**src/rtl/io_bus_router.sv**
```systemverilog
// io_bus_router: decodes CPU accesses in a 256-byte I/O window onto NUM_CH channels,
// stalls the CPU until the channel acks or times out. Optional macro: IO_BUS_ERR_STATUS_EN.
module io_bus_router #(
    parameter int                   NUM_CH       = 4,
    parameter logic [23:0]          IO_BASE      = 24'h2000,
    parameter logic [NUM_CH*8-1:0]  CH_LO        = {8'hFE, 8'h80, 8'h20, 8'h00},
    parameter logic [NUM_CH*8-1:0]  CH_HI        = {8'hFF, 8'h8F, 8'h3F, 8'h1F},
    parameter int                   TIMEOUT      = 15,
    parameter logic [7:0]           OPEN_BUS     = 8'hFF,
    parameter logic [1:0]           MEM_READ_CMD = 2'b01
) (
    input  logic                  clk,
    input  logic                  reset,
    input  logic [23:0]           cpu_addr,
    input  logic [1:0]            cpu_bus_status,
    input  logic                  cpu_read,
    input  logic                  cpu_write,
    input  logic [7:0]            cpu_wdata,
    output logic [7:0]            cpu_rdata,
    output logic                  cpu_wait,
    input  logic [7:0]            ext_rdata,
    output logic [NUM_CH-1:0]     ch_sel,
    output logic                  ch_rd,
    output logic                  ch_wr,
    output logic [7:0]            ch_offset,
    output logic [7:0]            ch_wdata,
    input  logic [NUM_CH*8-1:0]   ch_rdata,
    input  logic [NUM_CH-1:0]     ch_ack,
    output logic                  bus_err
);

    typedef enum logic {IDLE, ACCESS} state_t;

    state_t              state_reg, state_next;
    logic [NUM_CH-1:0]   sel_reg, sel_next;
    logic                is_rd_reg, is_rd_next;
    logic                rd_reg, rd_next;
    logic                wr_reg, wr_next;
    logic [7:0]          offset_reg, offset_next;
    logic [7:0]          wdata_reg, wdata_next;
    logic [7:0]          cnt_reg, cnt_next;
    logic [7:0]          rdata_reg, rdata_next;

    logic [24:0]         addr_ext;
    logic [24:0]         win_lo;
    logic                in_win;
    logic [7:0]          off;
    logic                strobe;
    logic [NUM_CH-1:0]   hit_vec;
    logic [NUM_CH-1:0]   hit_onehot;
    logic                any_hit;
    logic                ack_sel;
    logic [7:0]          sel_rdata;
    logic [7:0]          cnt_inc;
    logic                status_hit;

    // One extra bit keeps IO_BASE+256 from wrapping at the top of the address space.
    assign addr_ext = {1'b0, cpu_addr};
    assign win_lo   = {1'b0, IO_BASE};
    assign in_win   = (addr_ext >= win_lo) && (addr_ext < win_lo + 25'd256);
    assign off      = cpu_addr[7:0];
    assign strobe   = cpu_read | cpu_write;
    assign cnt_inc  = cnt_reg + 8'd1;
    assign ack_sel  = |(ch_ack & sel_reg);

    for (genvar gi = 0; gi < NUM_CH; gi++) begin : g_hit
        assign hit_vec[gi] = (off >= CH_LO[gi*8 +: 8]) && (off <= CH_HI[gi*8 +: 8]);
    end

    assign any_hit = |hit_vec;

    // Scan from the top so the lowest matching index is the one left standing.
    always_comb begin
        hit_onehot = '0;
        for (int i = NUM_CH - 1; i >= 0; i--) begin
            if (hit_vec[i]) begin
                hit_onehot    = '0;
                hit_onehot[i] = 1'b1;
            end
        end
    end

    always_comb begin
        sel_rdata = 8'h00;
        for (int i = 0; i < NUM_CH; i++) begin
            if (sel_reg[i]) sel_rdata = sel_rdata | ch_rdata[i*8 +: 8];
        end
    end

`ifdef IO_BUS_ERR_STATUS_EN
    logic [7:0] err_status_reg, err_status_next;
    logic       bus_err_reg, bus_err_next;
    logic [2:0] sel_idx;

    assign status_hit = (off == 8'hF0);
    assign bus_err    = bus_err_reg;

    always_comb begin
        sel_idx = 3'd0;
        for (int i = 0; i < NUM_CH; i++) begin
            if (sel_reg[i]) sel_idx = 3'(i);
        end
    end

    always_ff @(posedge clk or posedge reset) begin
        if (reset) begin
            err_status_reg <= 8'h00;
            bus_err_reg    <= 1'b0;
        end else begin
            err_status_reg <= err_status_next;
            bus_err_reg    <= bus_err_next;
        end
    end
`else
    assign status_hit = 1'b0;
    assign bus_err    = 1'b0;
`endif

    always_comb begin
        state_next  = state_reg;
        sel_next    = sel_reg;
        is_rd_next  = is_rd_reg;
        rd_next     = 1'b0;
        wr_next     = 1'b0;
        offset_next = offset_reg;
        wdata_next  = wdata_reg;
        cnt_next    = cnt_reg;
        rdata_next  = rdata_reg;
        cpu_wait    = 1'b0;
`ifdef IO_BUS_ERR_STATUS_EN
        err_status_next = err_status_reg;
        bus_err_next    = 1'b0;
`endif
        case (state_reg)
            IDLE: begin
                if (strobe && in_win) begin
                    if (status_hit) begin
`ifdef IO_BUS_ERR_STATUS_EN
                        if (cpu_write) err_status_next = 8'h00;
                        else           rdata_next      = err_status_reg;
`endif
                    end else if (any_hit) begin
                        cpu_wait    = 1'b1;
                        sel_next    = hit_onehot;
                        offset_next = off;
                        wdata_next  = cpu_wdata;
                        is_rd_next  = ~cpu_write;
                        rd_next     = ~cpu_write;
                        wr_next     = cpu_write;
                        cnt_next    = 8'd0;
                        state_next  = ACCESS;
                    end else if (!cpu_write) begin
                        rdata_next = OPEN_BUS;
                    end
                end
            end
            ACCESS: begin
                cpu_wait = 1'b1;
                // Ack is checked before the counter so a last-cycle ack still succeeds.
                if (ack_sel) begin
                    if (is_rd_reg) rdata_next = sel_rdata;
                    sel_next   = '0;
                    state_next = IDLE;
                end else if (cnt_inc == 8'(TIMEOUT)) begin
                    if (is_rd_reg) rdata_next = OPEN_BUS;
                    cnt_next   = cnt_inc;
                    sel_next   = '0;
                    state_next = IDLE;
`ifdef IO_BUS_ERR_STATUS_EN
                    bus_err_next    = 1'b1;
                    err_status_next = {1'b1, 4'b0000, sel_idx};
`endif
                end else begin
                    cnt_next = cnt_inc;
                end
            end
            default: state_next = IDLE;
        endcase
    end

    always_ff @(posedge clk or posedge reset) begin
        if (reset) begin
            state_reg  <= IDLE;
            sel_reg    <= '0;
            is_rd_reg  <= 1'b0;
            rd_reg     <= 1'b0;
            wr_reg     <= 1'b0;
            offset_reg <= 8'h00;
            wdata_reg  <= 8'h00;
            cnt_reg    <= 8'h00;
            rdata_reg  <= 8'h00;
        end else begin
            state_reg  <= state_next;
            sel_reg    <= sel_next;
            is_rd_reg  <= is_rd_next;
            rd_reg     <= rd_next;
            wr_reg     <= wr_next;
            offset_reg <= offset_next;
            wdata_reg  <= wdata_next;
            cnt_reg    <= cnt_next;
            rdata_reg  <= rdata_next;
        end
    end

    assign ch_sel    = sel_reg;
    assign ch_rd     = rd_reg;
    assign ch_wr     = wr_reg;
    assign ch_offset = offset_reg;
    assign ch_wdata  = wdata_reg;
    assign cpu_rdata = (in_win && (cpu_bus_status == MEM_READ_CMD)) ? rdata_reg : ext_rdata;

endmodule
```
**config.mk**
```make
export PLATFORM = sky130hd
export DESIGN_NAME = io_bus_router
export DESIGN_NICKNAME = d
export VERILOG_FILES = /design/src/rtl/io_bus_router.sv
export SDC_FILE = /design/constraint.sdc
export NUM_CORES = 1
export LEC_CHECK = 0
export CELL_PAD_IN_SITES_DETAIL_PLACEMENT = 1
export CELL_PAD_IN_SITES_GLOBAL_PLACEMENT = 2
export CORE_AREA = 2 2 107 109
export CTS_BUF_LIST = sky130_fd_sc_hd__clkbuf_8
export CTS_CLUSTER_SIZE = 24
export DETAILED_ROUTE_END_ITERATION = 6
export DIE_AREA = 0 0 109 111
export HOLD_SLACK_MARGIN = 0.02
export PLACE_DENSITY = 0.77
export SYNTH_ARGS = -nofsm -noshare
export SYNTH_HDL_FRONTEND = slang
export SYNTH_SLANG_ARGS = --single-unit
```
**constraint.sdc**
```tcl
create_clock -name clk -period 2.9 [get_ports clk]
set_input_delay 0.87 -clock clk [delete_from_list [all_inputs] [get_ports clk]]
set_output_delay 0.87 -clock clk [all_outputs]
set_load 0.02 [all_outputs]
```
==> summary.txt, run 1 <==
Outcome
  • Status: finished with violations
  • Failing checks: negative setup slack

Critical path
  • CP startpoint: cpu_addr[9]
  • Flop-to-flop setup slack: 1240 ps
  • Critical Path RT: 2030 ps
  • Critical path arrival: 2350 ps
  • Worst Setup End Kind: primary output
  • CP max FO: 8
  • Slowest CP cell: mux2_4
  • CP Cell Sequence: buf_6 -> nor4b_4 -> nand4_1 -> nor3b_4 -> buf_12 -> mux2_4 -> buf_6
  • Worst reg2reg path depth: 6
  • Cell mode on critical path: buf_6
  • Buf/Inv on CP: 3
  • CP max stage delay: 310 ps
  • Family with the most delay on the worst path: simple AND/OR/NAND/NOR gates
  • Worst r2r dst: ch_sel[1]
  • Total stage count of the critical path: 7
  • CP endpoint: cpu_rdata[5]
  • Startpoint type of the worst setup path: input pin
  • R2R Path Start: cnt_reg[3]
  • Critical path class: in -> out

Die
  • Row Count: 39
  • Core area: 0.0111 mm2
  • Initial Util: 0.212
  • Ports: 114
  • Area of the die: ~0.012 mm2
  • Die height: ~110 um
  • Die Wd: approximately 110 um

Drt
  • Vias per cell: 4.56
  • Drt wl/cell: around 16 um
  • Starting DRC count in detailed routing: 64
  • # DRC: 0
  • Antenna violation net count after detailed routing: 0
  • Vias: roughly 2300
  • Post-Route WL: a little under 8 mm
  • Drt pass-1 iters: 4

Cells and area
  • Fin util: 0.362
  • Ant diodes: 0
  • Layout Nets: 441
  • Area grow syn2layout: 70.6%
  • Commonest non-fill, non-tap cell in the layout: clkdlybuf4s50_1
  • Most frequent cells in the layout: 83 x clkdlybuf4s50_1, 40 x dfrtp_1, 31 x buf_4
  • Layout cells sized above 1: 0.282

GRT
  • Global Route Usage Sum: 0.137
  • First-pass GRT wire length: 13.1 mm
  • Vias in the first global route: about 2600
  • Largest net degree at the start of global routing: 41
  • Grt total ovfl: 0
  • Antenna violations before repair: 0

Logic synthesis
  • Mean post-synth cell area: 10.9 um2
  • Post-synth EDFFs: 0
  • Synth warn: 0
  • Ys async rst share: 1.00
  • Ys flop type: dfrtp_1
  • Mapped Nets: 299
  • Netlist cell types: 45
  • #FFs+latches synth: 40
  • Synth top area share: 0.426
  • Post-synthesis sequential area ratio: 0.426
  • Syn Inst Count: 215
  • Synth top area cells: dfrtp_1 43%, mux2_4 7.7%, a22oi_1 5.7%
  • Cell area after synthesis: 0.00235 mm2
  • Synth area leader: dfrtp_1

CTS
  • Clk buf depth: 2
  • Cts hold-fix bufs: 0
  • CTS tree: built
  • Clock sinks: 40
  • Clock-pin slew on the worst setup and hold paths: around 80 ps
  • Later-pin clock latency in the skew report: 290 ps
  • Root buf cell: clkbuf_8
  • Htree depth: 2
  • CTS Buf Count: 5

STA
  • Worst-Margin Slew: 600 ps
  • Final setup vio count: 8
  • Fin Setup TNS: -2520 ps
  • Peak Freq: 0.311 GHz
  • Final Max Tran Viols: 0
  • WHS: slightly below 500 ps
  • RSZ-0062 raised after global routing: yes
  • Final hold vios: 0
  • Clk_skew: approximately 10 ps
  • Worst setup margin: -320 ps
  • Final Cycle Share: 1.11
  • Tmin final: 3220 ps
  • Relative max-transition margin: 0.598

Place
  • Dpl hpwl: 6.10 mm
  • IO Port Bufs: between 100 and 150
  • Gpl congestion: 0.780
  • Setup WS pre-CTS: -1150 ps

Power
  • Static leakage: approximately 1.7 nW
  • VDD IR-drop max: 0.000178 V
  • Pwr Density: 278 mW/mm2

Worst hold path
  • Hold Crit Start: ch_offset[5]
  • Worst Hold Class: reg -> reg

Run
  • Max-cap check violation count: 0
[worst min-delay path by stage]
stage,endpoint,depth (start not counted)
2_1_floorplan,is_rd_reg,1
3_3_place_gp,ch_offset[5],2
3_5_place_dp,ch_offset[5],2
4_1_cts,ch_offset[5],2
5_1_grt,ch_wdata[2],1
6_report,ch_offset[5],2
[logic make-up (layout without fill, tap and decap cells)]
kind of cell / count (synthesis) / after routing / synth area share
and+or+nand+nor: 67 / 67 / 0.201
adders and majority gates: 2 / 2 / 0.0106
muxes: 25 / 25 / 0.138
AOI/OAI and AO/OA: 57 / 57 / 0.178
other: 1 / 1 / 0.00159
DFF: 40 / 40 / 0.426
buffers and inverters: 23 / 166 / 0.0457
[worst reg2reg max path, stage by stage, from the launching register on]
cell	delay (ps)
dfrtp_1	460
nand3_1	120
o21ai_0	80
nor4b_1	350
a21oi_1	170
buf_4	200
a21o_1	180
[repair_timing]
item / 4_1_cts / 5_1_grt
endpoints found under the setup margin: 9 / 9
resized for setup: 126 / 8
endpoints found under the hold margin: 0 / 0
pin swaps: 10 / 9
buffers inserted: 7 / 5
[cell type report]
class	count	area (um2)
repair buffers	146	1400
fillers	1232	7060
clock buffers	5	68.8
well taps	143	179
clock inverters	3	16.3
multi-input cells	152	1310
inverters	12	45.0
flip-flops and latches	40	1000
[power breakdown]
group | leakage [nW] | internal [mW] | switching (mW) | total (mW)
Combinational | 1.14 | 0.128 | 0.0654 | 0.194
Sequential | 0.559 | 0.557 | 0.000236 | 0.558
Clock | 0.0507 | 0.165 | 0.201 | 0.366
Total | 1.75 | 0.851 | 0.266 | 1.12
[layer usage]
metal,track usage,part of all wire,vias up
met5,0,0,-
met4,0.0385,0.015,0
met3,0.0253,0.042,7
met2,0.253,0.54,53
met1,0.157,0.40,1128
li1,-,-,1097
[cell usage after synthesis (3+ instances only)]
master and number:
nor2_1 3, mux2_4 12, or2_2 3, nand4_1 4, nand2_1 6, o31ai_1 8
inv_1 12, o21ai_0 5, and3_1 6, a21o_1 3, nand3_1 20, nor3_1 5
a21oi_1 9, nor4_4 3, a22oi_1 18, mux2_2 11, dfrtp_1 40, a311o_1 4
clkbuf_1 6
[stage by stage]
stage / instance area [um2] / power, mW / instances
after floorplan: 2350 / 0.606 / 215
after global placement: 3840 / 0.755 / 487
after detailed placement: 3840 / 0.760 / 487
after CTS: 3970 / 1.14 / 501
after global routing: 4010 / 1.17 / 501
final: 4010 / 1.12 / 501
(Power assumes the default switching activity.)
==> inputs of run 2 (changes only) <==
ABC_CLOCK_PERIOD_IN_PS = 2900   (was unset)
CAP_MARGIN = 20   (was unset)
==> results of run 2 <==
The final DEF is identical to that of run 1; final timing and power are the same.
